<file path="src/rtl/score_digits_driver.sv">
// Purpose: converts a binary score to BCD (double dabble) and drives the digit-bitmap renderer from the pixel position.
// Latency: conversion SCORE_W clocks after capture, shown from the next startOfFrame; render outputs 1 clock after pixelX/pixelY.
// Backpressure: busy=1 during conversion and score_valid is dropped then; optional LEADING_ZERO_BLANK_EN blanks leading zeros.
module score_digits_driver #(
  parameter int DIGITS    = 4,
  parameter int SCORE_W   = 14,
  parameter int TOPLEFT_X = 16,
  parameter int TOPLEFT_Y = 8,
  parameter int DIGIT_W   = 16,
  parameter int DIGIT_H   = 32
) (
  input  logic               clk,
  input  logic               resetN,
  input  logic [10:0]        pixelX,
  input  logic [10:0]        pixelY,
  input  logic               startOfFrame,
  input  logic [SCORE_W-1:0] score,
  input  logic               score_valid,
  output logic               busy,
  output logic               InsideRectangle,
  output logic [10:0]        offsetX,
  output logic [10:0]        offsetY,
  output logic [3:0]         digit
);

  localparam int BCD_W = 4 * DIGITS;
  localparam int CNT_W = $clog2(SCORE_W + 1);
  localparam int LOG2W = $clog2(DIGIT_W);
  localparam logic [31:0]        LIMIT   = 32'(10 ** DIGITS);
  localparam logic [SCORE_W-1:0] SAT_VAL = SCORE_W'(10 ** DIGITS - 1);
  localparam logic [CNT_W-1:0]   LAST    = CNT_W'(SCORE_W - 1);
  localparam logic [10:0] X0    = 11'(TOPLEFT_X);
  localparam logic [10:0] Y0    = 11'(TOPLEFT_Y);
  localparam logic [10:0] REG_W = 11'(DIGITS * DIGIT_W);
  localparam logic [10:0] REG_H = 11'(DIGIT_H);
  localparam logic [10:0] XMASK = 11'(DIGIT_W - 1);

  typedef enum logic {IDLE, SHIFT} state_t;

  state_t             state, next_state;
  logic               capture, done;
  logic [SCORE_W-1:0] shift_q;
  logic [CNT_W-1:0]   cnt_q;
  logic [BCD_W-1:0]   bcd_q, bcd_adj, bcd_next;
  logic [BCD_W-1:0]   pend_q, disp_q;

  // Add 3 to every nibble >= 5 so the following left shift carries correctly into the next decade.
  function automatic logic [BCD_W-1:0] add3(input logic [BCD_W-1:0] v);
    logic [BCD_W-1:0] r;
    r = v;
    for (int i = 0; i < DIGITS; i++) begin
      if (r[4*i +: 4] >= 4'd5) r[4*i +: 4] = r[4*i +: 4] + 4'd3;
    end
    return r;
  endfunction

  assign bcd_adj  = add3(bcd_q);
  assign bcd_next = (bcd_adj << 1) | BCD_W'(shift_q[SCORE_W-1]);
  assign busy     = (state == SHIFT);

  // Conversion state register.
  always_ff @(posedge clk or negedge resetN) begin
    if (!resetN) state <= IDLE;
    else         state <= next_state;
  end

  // Next-state decode: accept a request only when idle, leave SHIFT after SCORE_W steps.
  always_comb begin
    next_state = state;
    capture    = 1'b0;
    done       = 1'b0;
    case (state)
      IDLE:    if (score_valid) begin capture = 1'b1; next_state = SHIFT; end
      SHIFT:   if (cnt_q == LAST) begin done = 1'b1; next_state = IDLE; end
      default: next_state = IDLE;
    endcase
  end

  // Double-dabble datapath; the finished BCD lands in the pending register on the last step.
  always_ff @(posedge clk or negedge resetN) begin
    if (!resetN) begin
      shift_q <= '0;
      cnt_q   <= '0;
      bcd_q   <= '0;
      pend_q  <= '0;
    end else if (capture) begin
      shift_q <= (32'(score) >= LIMIT) ? SAT_VAL : score;
      cnt_q   <= '0;
      bcd_q   <= '0;
    end else if (busy) begin
      shift_q <= shift_q << 1;
      cnt_q   <= cnt_q + 1'b1;
      bcd_q   <= bcd_next;
      if (done) pend_q <= bcd_next;
    end
  end

  // Frame-aligned copy; a same-cycle pending write is seen only at the following frame.
  always_ff @(posedge clk or negedge resetN) begin
    if (!resetN)           disp_q <= '0;
    else if (startOfFrame) disp_q <= pend_q;
  end

  logic [10:0]       rel_x, rel_y, idx;
  logic              in_region, show, seen;
  logic [DIGITS-1:0] shown;
  logic [3:0]        sel_nib;

  assign rel_x     = pixelX - X0;
  assign rel_y     = pixelY - Y0;
  assign idx       = rel_x >> LOG2W;
  assign in_region = (pixelX >= X0) && (rel_x < REG_W) && (pixelY >= Y0) && (rel_y < REG_H);

  // Per-cell visibility mask, derived from the displayed value only.
  always_comb begin
    shown = '1;
    seen  = 1'b0;
`ifdef LEADING_ZERO_BLANK_EN
    for (int i = 0; i < DIGITS; i++) begin
      seen     = seen | (disp_q[4*(DIGITS-1-i) +: 4] != 4'd0);
      shown[i] = seen | (i == DIGITS - 1);
    end
`endif
  end

  // Select the nibble and visibility of the cell under the pixel; cell 0 is the MSD.
  always_comb begin
    sel_nib = 4'd0;
    show    = 1'b0;
    for (int i = 0; i < DIGITS; i++) begin
      if (idx == 11'(i)) begin
        sel_nib = disp_q[4*(DIGITS-1-i) +: 4];
        show    = shown[i];
      end
    end
  end

  // Registered render outputs, forced to zero outside a visible cell.
  always_ff @(posedge clk or negedge resetN) begin
    if (!resetN) begin
      InsideRectangle <= 1'b0;
      offsetX         <= '0;
      offsetY         <= '0;
      digit           <= '0;
    end else if (in_region && show) begin
      InsideRectangle <= 1'b1;
      offsetX         <= rel_x & XMASK;
      offsetY         <= rel_y;
      digit           <= sel_nib;
    end else begin
      InsideRectangle <= 1'b0;
      offsetX         <= '0;
      offsetY         <= '0;
      digit           <= '0;
    end
  end

endmodule

</file>
<file path="config.mk">
export PLATFORM = sky130hd
export DESIGN_NAME = score_digits_driver
export DESIGN_NICKNAME = d
export VERILOG_FILES = /design/src/rtl/score_digits_driver.sv
export SDC_FILE = /design/constraint.sdc
export NUM_CORES = 1
export LEC_CHECK = 0
export BUFFER_PORTS_ARGS = -buffer_cell sky130_fd_sc_hd__buf_4
export CORE_MARGIN = 10
export CORE_UTILIZATION = 60
export CTS_CLUSTER_DIAMETER = 200
export CTS_CLUSTER_SIZE = 25
export DETAILED_ROUTE_END_ITERATION = 7
export PLACE_DENSITY_LB_ADDON = 0.2
export SYNTH_ARGS = -nofsm -noshare
export SYNTH_HDL_FRONTEND = slang
export SYNTH_SLANG_ARGS = --single-unit
export TNS_END_PERCENT = 100
</file>
<file path="constraint.sdc">
create_clock -name clk -period 3.8 [get_ports clk]
set_clock_uncertainty 0.15 [all_clocks]
set_input_delay 0.76 -clock clk [delete_from_list [all_inputs] [get_ports clk]]
set_output_delay 0.76 -clock clk [all_outputs]
set_load 0.05 [all_outputs]
</file>
==> flow_summary.yaml, run 1 <==
synth:
  yosys.area.top_type: "dfrtp_1"
  synth_area_per_cell_um2: 11.3
  yosys.area.top_type_share_pct: 55.0
  synthSimpleGateAreaFrac_pct: 12.7
  ys_types: 36
  synth_seq_area_share_pct: 55.0
  synth_top_family_by_area: "compound AO/OA/AOI/OAI gates"
  synthCells: 352
  synthXorXnorAreaFrac_pct: 1.55
  netlist_area_um2: 3960
  async_flop_share_pct: 100
  synth-compound-area-share_pct: 12.7
  synthFlopType: "dfrtp_1"
  synth_enable_flop_cells: 0
  synthMuxAreaShare_pct: 9.92
  yosysWarningCount: 0
  synth.area.top_cells: "dfrtp_1 (55%), mux2_2 (7.4%), ha_1 (3.5%), o21ai_0 (3.3%), mux2i_1 (2.5%)"
  ys_seq_elements: 87
  synthAdderAreaFrac_pct: 3.48
floorplanning:
  fp.dieArea_um2: 10200
  num_rows: 29
  die_w_um: 101
  start_util_pct: 62.0
  io_pins: 68
  die_y_um: 101
  fp.coreArea_um2: 6390
pwr:
  power_mw: 3.30
  peakVddDrop_v: 0.000418
  leakagePower_nw: 2.30
  p_per_area_nw_per_um2: 703
worst_setup_path:
  endpoint_kind: "register"
  path_max_fanout: 65
  crit_required_ns: 3.89
  critical_path_class: "reg -> reg"
  crit_arrival_ns: 1.99
  worst_setup_path_start_kind: "register"
layout:
  final_core_util_pct: 73.5
  layout-drive-gt1-share_pct: 26.5
  syn2layout_area_growth_pct: 18.5
  diodes: 0
  nets: 468
timing:
  relSlewSlack_pct: 47.4
  fin_crit_ns: 1.90
  finalCritPeriodShare_pct: 50.0
  hold_violations: 0
  worst_pin_slew_ns: 0.790
  maxSlewViolCount: 0
  max_freq_mhz: 527
  rsz0062_at_grt: "false"
  setup_violations: 0
  fin_setup_tns_ns: 0
cts:
  clk_pin_slew_ns: 0.09
  cts_buffer_depth: 2
  ctsResizeCount: 0
  clockRootBuffer: "clkbuf_8"
  numCtsBuffers: 9
  cts_hold_buf: 0
  h-tree-depth: 3
  clk_latency_ns: 0.35
  post_cts_buffers: 0
  cts_tree: "yes"
  cts.sinks: 87
routing:
  drc: 0
  ant_nets: 0
  firstDrtPassIters: 4
  drt-vias-per-instance: 5.46
  dr.first_iter.drc_count: 111
  vias: 2726
  routed_wl_um: 7730
  wl_per_cell_um: 15.5
global_route:
  track_usage_pct: 15.6
  grt_start_max_net_pins: 67
  grt_pass1_wl_um: 12900
  antenna_found_initial: 0
  grt_pass1_vias: 2784
  overflow: 0
outcome:
  status: "finished clean"
worst_hold_path:
  hp-class: "reg -> reg"
place:
  port_buffers: 60
  dp_hpwl_um: 5460
  gp_congestion: 0.781
job:
  drv_cap: 0
-- critical path: stages (launching register included) --
cell	delay [ns]
dfrtp_2	0.37
buf_4	0.50
nand4_1	0.18
buf_4	0.26
mux2_2	0.30
-- Yosys cell counts (4+ instances only) --
| master | count |
|---|---|
| a311oi_1 | 4 |
| xnor2_1 | 7 |
| dfrtp_1 | 87 |
| clkbuf_1 | 6 |
| a21o_1 | 12 |
| buf_1 | 4 |
| nand2b_1 | 8 |
| nor2_1 | 16 |
| nor3_1 | 10 |
| mux2i_1 | 10 |
| mux2_2 | 26 |
| nor2b_1 | 4 |
| ha_1 | 11 |
| buf_4 | 8 |
| o22ai_1 | 10 |
| and2_1 | 12 |
| a21oi_1 | 19 |
| nand2_1 | 24 |
| a22o_1 | 5 |
| o21ai_0 | 26 |
| inv_1 | 15 |
| buf_2 | 4 |
| nor3b_1 | 7 |
-- registers in the layout (all words and copies together) (netlist names), 4 cells and up --
name,cells
shift_q,14
digit,4
pend_q,16
offsetX,4
cnt_q,4
offsetY,11
disp_q,16
bcd_q,16
-- power by group --
part	internal, mW	switching [mW]
Sequential	1.25	0.214
Combinational	0.550	0.564
Clock	0.377	0.340
Total	2.18	1.12
-- metrics by stage --
| stage | hold WS [ns] | cell area, µm² | setup WS, ns | cells |
|---|---|---|---|---|
| detailed placement | 0.321 | 4470 | 1.71 | 483 |
| finish | 0.342 | 4690 | 1.90 | 499 |
| global route | 0.366 | 4690 | 1.75 | 499 |
| CTS | 0.341 | 4690 | 1.91 | 499 |
| global placement | 0.306 | 4470 | 1.77 | 483 |
| floorplan | 0.292 | 4010 | 1.92 | 364 |
-- kinds of logic (layout without fill, tap and decap cells) --
family | Yosys count | after routing
muxes | 36 | 36
buffers and inverters | 38 | 96
AOI/OAI and AO/OA | 82 | 82
DFF | 87 | 87
other | 1 | 13
and+or+nand+nor | 90 | 90
xor gates and xnor gates | 7 | 7
adders and majority gates | 11 | 11
-- metal layers --
layer	track usage, %	part of all wire, %	routed length, µm	vias up
met5	0	0	0	-
met4	6.54	1.2	92	0
met3	3.68	4.6	355	8
met2	26.4	53	4070	54
met1	18.6	42	3210	1332
li1	-	-	-	1332
-- path summary, 6_finish.rpt --
kind,startpoint,end,slack (ns),cells past startpoint
min in group asynchronous,resetN,offsetY[9],0.35,1
max in group asynchronous,resetN,bcd_q[6],2.49,2
min,pend_q[3],pend_q[3],0.34,2
min reg2reg,pend_q[3],pend_q[3],0.34,2
max,busy,pend_q[1],1.90,4
max reg2reg,busy,pend_q[1],1.90,4
-- layout by cell type (no fill, tap or decap), types with 2 or more instances in the layout --
cell,netlist,final
o21ai_0,26,26
inv_1,15,15
nand2b_1,8,8
nand4_1,2,2
nor3b_1,7,7
clkbuf_8,0,9
mux2_2,26,26
bufinv_16,0,2
ha_1,11,11
mux2i_1,10,10
a21oi_1,19,19
clkinvlp_4,0,2
dfrtp_1,87,86
nor4_1,2,2
nor2_1,16,16
o31ai_1,2,2
buf_4,8,64
inv_6,0,3
nand2_1,24,24
conb_1,1,13
nor3_1,10,10
xnor2_1,7,7
o22ai_1,10,10
o21a_1,2,2
a21o_1,12,12
nor2b_1,4,4
a22o_1,5,5
a311oi_1,4,4
and2_1,12,12
-- cell type report --
cell class                      count  area, µm²
Clock inverter                      7        101
Inverter                           16       62.6
Tap cell                           77       96.3
Clock buffer                        9        124
Multi-Input combinational cell    239       1650
Fill cell                         469       1700
Sequential cell                    87       2180
Timing Repair Buffer               64        480
(Power assumes the default switching activity.)
==> run 2, diff against run 1 <==
--- a/config.mk
+++ b/config.mk
@@ -7,7 +7,7 @@
 export LEC_CHECK = 0
 export BUFFER_PORTS_ARGS = -buffer_cell sky130_fd_sc_hd__buf_4
 export CORE_MARGIN = 10
-export CORE_UTILIZATION = 60
+export CORE_UTILIZATION = 56
 export CTS_CLUSTER_DIAMETER = 200
 export CTS_CLUSTER_SIZE = 25
 export DETAILED_ROUTE_END_ITERATION = 7
==> constraint.sdc (replaced) <==
create_clock -name clk -period 2 [get_ports clk]
set_clock_uncertainty 0.15 [all_clocks]
set_input_delay 0.4 -clock clk [delete_from_list [all_inputs] [get_ports clk]]
set_output_delay 0.4 -clock clk [all_outputs]
set_load 0.05 [all_outputs]
==> flow_summary.yaml, run 2 (same netlist as run 1, synthesis figures left out) <==
timing:
  setup_violations: 0
  rsz0062_at_grt: "false"
  finalCritPeriodShare_pct: 86.7
  hold_violations: 0
  fin_crit_ns: 1.73
  worst_pin_slew_ns: 0.521
  relSlewSlack_pct: 65.1
  max_freq_mhz: 577
  maxSlewViolCount: 0
  fin_setup_tns_ns: 0
routing:
  drc: 0
  vias: 2714
  wl_per_cell_um: 14.1
  drt-vias-per-instance: 5.22
  dr.first_iter.drc_count: 105
  firstDrtPassIters: 4
  ant_nets: 0
  routed_wl_um: 7340
worst_setup_path:
  cpMaxStageDelayCell: "dfrtp_2"
  crit_family: "flip-flops"
  path_max_fanout: 17
  cp_cell_sequence: "buf_4"
  crit_required_ns: 1.45
  endpoint_kind: "output port"
  path_buf_inv: 1
  worst_setup_path_start_kind: "register"
  crit_arrival_ns: 1.18
  critical_path_class: "reg -> out"
  critical_path.max_stage_delay_ns: 0.57
floorplanning:
  start_util_pct: 58.0
  fp.coreArea_um2: 6830
  num_rows: 30
  die_y_um: 104
  fp.dieArea_um2: 10800
  io_pins: 68
  die_w_um: 104
place:
  dp_hpwl_um: 5440
  gp_congestion: 0.773
  port_buffers: 60
global_route:
  track_usage_pct: 13.9
  grt_pass1_vias: 2742
  overflow: 0
  grt_pass1_wl_um: 12700
  grt_start_max_net_pins: 51
  antenna_found_initial: 0
pwr:
  peakVddDrop_v: 0.000588
  leakagePower_nw: 2.35
  p_per_area_nw_per_um2: 1330
cts:
  h-tree-depth: 3
  ctsResizeCount: 0
  cts_tree: "yes"
  cts_buffer_depth: 2
  numCtsBuffers: 9
  clockRootBuffer: "clkbuf_8"
  cts.sinks: 87
  cts_hold_buf: 1
  clk_latency_ns: 0.36
  clk_pin_slew_ns: 0.09
  post_cts_buffers: 0
layout:
  fillers: 540
  syn2layout_area_growth_pct: 21.1
  nets: 470
  layout-drive-gt1-share_pct: 26.7
  regArea_um2: 2180
  diodes: 0
  final_common_cell: "dfrtp_1"
  multiInputGateArea_um2: 1650
  layout_common_cells: "dfrtp_1 (86), buf_4 (62), o21ai_0 (26), mux2_2 (26), nand2_1 (24)"
  top_regs: "bcd_q: 16 flops, disp_q: 16 flops, pend_q: 16 flops"
  final_core_util_pct: 70.2
job:
  drv_cap: 0
worst_hold_path:
  hp-class: "in -> reg"
outcome:
  status: "finished clean"
run 2: cell types whose count changed in the layout (fill, tap and decap cells not counted), sizes merged:
cell	change
buf	+1
bufinv	+1
clkbuf	+1
clkinv	+1
clkinvlp	-1
dlygate4sd3	+1
inv	-2
run 2: power by group:
part / internal [mW] / switching, mW
registers: 2.38 / 0.430
logic: 1.07 / 1.03
clock network: 0.870 / 0.618
run 2: worst paths after layout:
kind	to	cells after the start	from	slack (ns)
max in group asynchronous	busy	3	resetN	0.84
worst min register to register	shift_q[12]	2	shift_q[11]	0.33
worst max register to register	pend_q[5]	5	bcd_q[4]	0.28
min in group asynchronous	pend_q[4]	2	resetN	0.35
worst max-delay path	busy	1	busy	0.27
worst min-delay path	offsetY[3]	2	pixelY[3]	0.05
run 2: metal layers:
metal	global-route usage (%)	vias up	wire length (µm)
li1	-	1340	-
met1	17.4	1295	3470
met2	22.1	63	3370
met3	3.72	16	358
met4	5.96	0	138
met5	0	-	0
run 2: cell type report:
class	instances	share of cell area (%)
Sequential cell	87	45.4
Multi-Input combinational cell	239	34.4
Timing Repair Buffer	66	11.2
Clock buffer	10	2.87
Tap cell	96	2.50
Clock inverter	6	2.40
Inverter	16	1.30
run 2: stage by stage:
step	instance area [µm²]	hold WS [ns]	std cells	setup WS (ns)	power (mW)
3_3_place_gp	4530	0.196	503	0.311	4.84
6_report	4800	0.0501	520	0.267	6.40
5_1_grt	4800	0.0500	520	0.163	6.87
4_1_cts	4800	0.0379	520	0.234	6.45
2_1_floorplan	4010	-0.0456	364	0.225	4.39
3_5_place_dp	4530	0.196	503	0.255	4.96
==> run 3, diff against run 2 <==
--- a/config.mk
+++ b/config.mk
@@ -6,12 +6,14 @@
 export NUM_CORES = 1
 export LEC_CHECK = 0
 export BUFFER_PORTS_ARGS = -buffer_cell sky130_fd_sc_hd__buf_4
+export CORE_ASPECT_RATIO = 1.2
 export CORE_MARGIN = 10
-export CORE_UTILIZATION = 56
+export CORE_UTILIZATION = 60
 export CTS_CLUSTER_DIAMETER = 200
 export CTS_CLUSTER_SIZE = 25
 export DETAILED_ROUTE_END_ITERATION = 7
 export PLACE_DENSITY_LB_ADDON = 0.2
+export SETUP_SLACK_MARGIN = 0.1
 export SYNTH_ARGS = -nofsm -noshare
 export SYNTH_HDL_FRONTEND = slang
 export SYNTH_SLANG_ARGS = --single-unit
==> constraint.sdc (replaced) <==
create_clock -name clk -period 2.03 [get_ports clk]
set_clock_uncertainty 0.15 [all_clocks]
set_input_delay 0.406 -clock clk [delete_from_list [all_inputs] [get_ports clk]]
set_output_delay 0.406 -clock clk [all_outputs]
set_load 0.05 [all_outputs]
==> flow_summary.yaml, run 3 (same netlist as run 1, synthesis figures left out) <==
pwr:
  p_comb_share_pct: 34.7
  power_mw: 6.07
  p_int_mw: 4.02
  p_switching_mw: 2.05
  seqPwrFrac_pct: 45.4
  swShare_pct: 33.8
  peakVddDrop_v: 0.000832
  p_per_area_nw_per_um2: 1280
  clockPowerShare_pct: 19.9
  leakagePower_nw: 2.33
worst_setup_path:
  crit_required_ns: 1.47
  cp_cell_sequence: "buf_12 > buf_4"
  cpMaxStageDelayCell: "dfrtp_2"
  path_max_fanout: 49
  rrSetupSlack_ns: 0.29
  path_buf_inv: 2
  reg2reg_depth: 6
  critical_path.max_stage_delay_ns: 0.44
  crit_arrival_ns: 1.25
  rr_startpoint: "bcd_q[0]"
  endpoint_kind: "output port"
  crit_family: "buffers and inverters"
  worstReg2RegEnd: "pend_q[2]"
  critical_path_class: "reg -> out"
  worst_setup_path_start_kind: "register"
job:
  drv_cap: 0
place:
  port_buffers: 60
  gp_congestion: 0.778
  dp_hpwl_um: 5610
  pre_cts_slack_ns: 0.299
worst_hold_path:
  hp-class: "in -> reg"
  whs_endpoint: "offsetY[3]"
  worstHoldPathCells: 2
  holdCritStartpoint: "pixelY[3]"
floorplanning:
  io_pins: 68
  die_y_um: 109
  die_w_um: 94.2
  start_util_pct: 61.8
  fp.coreArea_um2: 6410
  num_rows: 32
  fp.dieArea_um2: 10300
global_route:
  grt_start_max_net_pins: 50
  grt_pass1_wl_um: 12600
  track_usage_pct: 15.1
  grt_pass1_vias: 2793
  antenna_found_initial: 0
  overflow: 0
cts:
  clk_latency_ns: 0.34
  cts_buffer_depth: 2
  clockRootBuffer: "clkbuf_8"
  h-tree-depth: 3
  clk_pin_slew_ns: 0.09
  cts.sinks: 87
  ctsResizeCount: 0
  numCtsBuffers: 9
  cts_tree: "yes"
timing:
  timing.hold.ws_ns: 0.0663
  finalCritPeriodShare_pct: 89.0
  max_freq_mhz: 553
  rsz0062_at_grt: "false"
  worst_pin_slew_ns: 0.507
  setup_violations: 0
  fin_crit_ns: 1.81
  relSlewSlack_pct: 66.1
  hold_violations: 0
  maxSlewViolCount: 0
  fin_setup_tns_ns: 0
  fin_ws_ns: 0.223
layout:
  top_regs: "bcd_q: 16 flops, disp_q: 16 flops, pend_q: 16 flops"
  layout_common_cells: "dfrtp_1 (86), buf_4 (65), o21ai_0 (26), mux2_2 (26), nand2_1 (24)"
  diodes: 0
  layout-drive-gt1-share_pct: 27.0
  nets: 472
  final_common_cell: "dfrtp_1"
  syn2layout_area_growth_pct: 19.7
routing:
  firstDrtPassIters: 4
  ant_nets: 0
  vias: 2738
  routed_wl_um: 7330
  drt-vias-per-instance: 5.36
  wl_per_cell_um: 14.3
  drc: 0
  dr.first_iter.drc_count: 81
outcome:
  status: "finished clean"
-- run 3: cell count changes in the layout (fill, tap and decap cells not counted) --
| cell | before | now |
|---|---|---|
| buf_4 | 62 | 65 |
| bufinv_16 | 3 | 1 |
| buf_12 | 3 | 2 |
| clkinv_2 | 0 | 1 |
| clkinv_4 | 1 | 2 |
-- run 3: per-stage QoR --
| step | area [µm²] | utilization [%] | std cells |
|---|---|---|---|
| 2_1_floorplan | 4010 | - | 364 |
| 3_3_place_gp | 4520 | 70.6 | 494 |
| 3_5_place_dp | 4520 | 70.6 | 494 |
| 4_1_cts | 4740 | 74.0 | 511 |
| 5_1_grt | 4740 | 74.0 | 511 |
| 6_report | 4740 | 74.0 | 511 |
-- run 3: repair_timing --
action	4_1_cts	5_1_grt
buffers inserted	0	0
hold buffers	1	0
endpoints found under the hold margin	31	0
-- run 3: final cells by class --
class	instances	area [µm²]
clock buffers	10	138
clock inverters	6	68.8
flip-flops and latches	87	2180
fillers	485	1670
inverters	16	62.6
well taps	85	106
multi-input cells	239	1650
repair buffers	68	538
-- run 3: worst max-delay path by stage --
stage	end	startpoint	cells after the start
finish	busy	busy	2
global route	busy	busy	2
CTS	busy	busy	2
detailed placement	pend_q[2]	bcd_q[0]	6
global placement	offsetX[2]	pixelX[7]	6
floorplan	pend_q[10]	busy	3
-- run 3: power groups by stage --
stage | Combinational [mW] | Clock, mW | Sequential, mW
global placement | 2.01 | 0 | 2.75
floorplan | 1.64 | 0 | 2.68
detailed placement | 2.13 | 0 | 2.79
CTS | 2.14 | 1.24 | 2.75
global route | 2.39 | 1.33 | 2.85
finish | 2.10 | 1.21 | 2.76
-- run 3: routing by layer --
layer  share of wire (%)  vias up  GRT usage, %  routed length (µm)
li1                    -     1341             -                   -
met1                  42     1307          17.3                3100
met2                  49       74          24.9                3560
met3                 7.2       16          5.85                 527
met4                 1.9        0          5.98                 140
met5                   0        -             0                   0
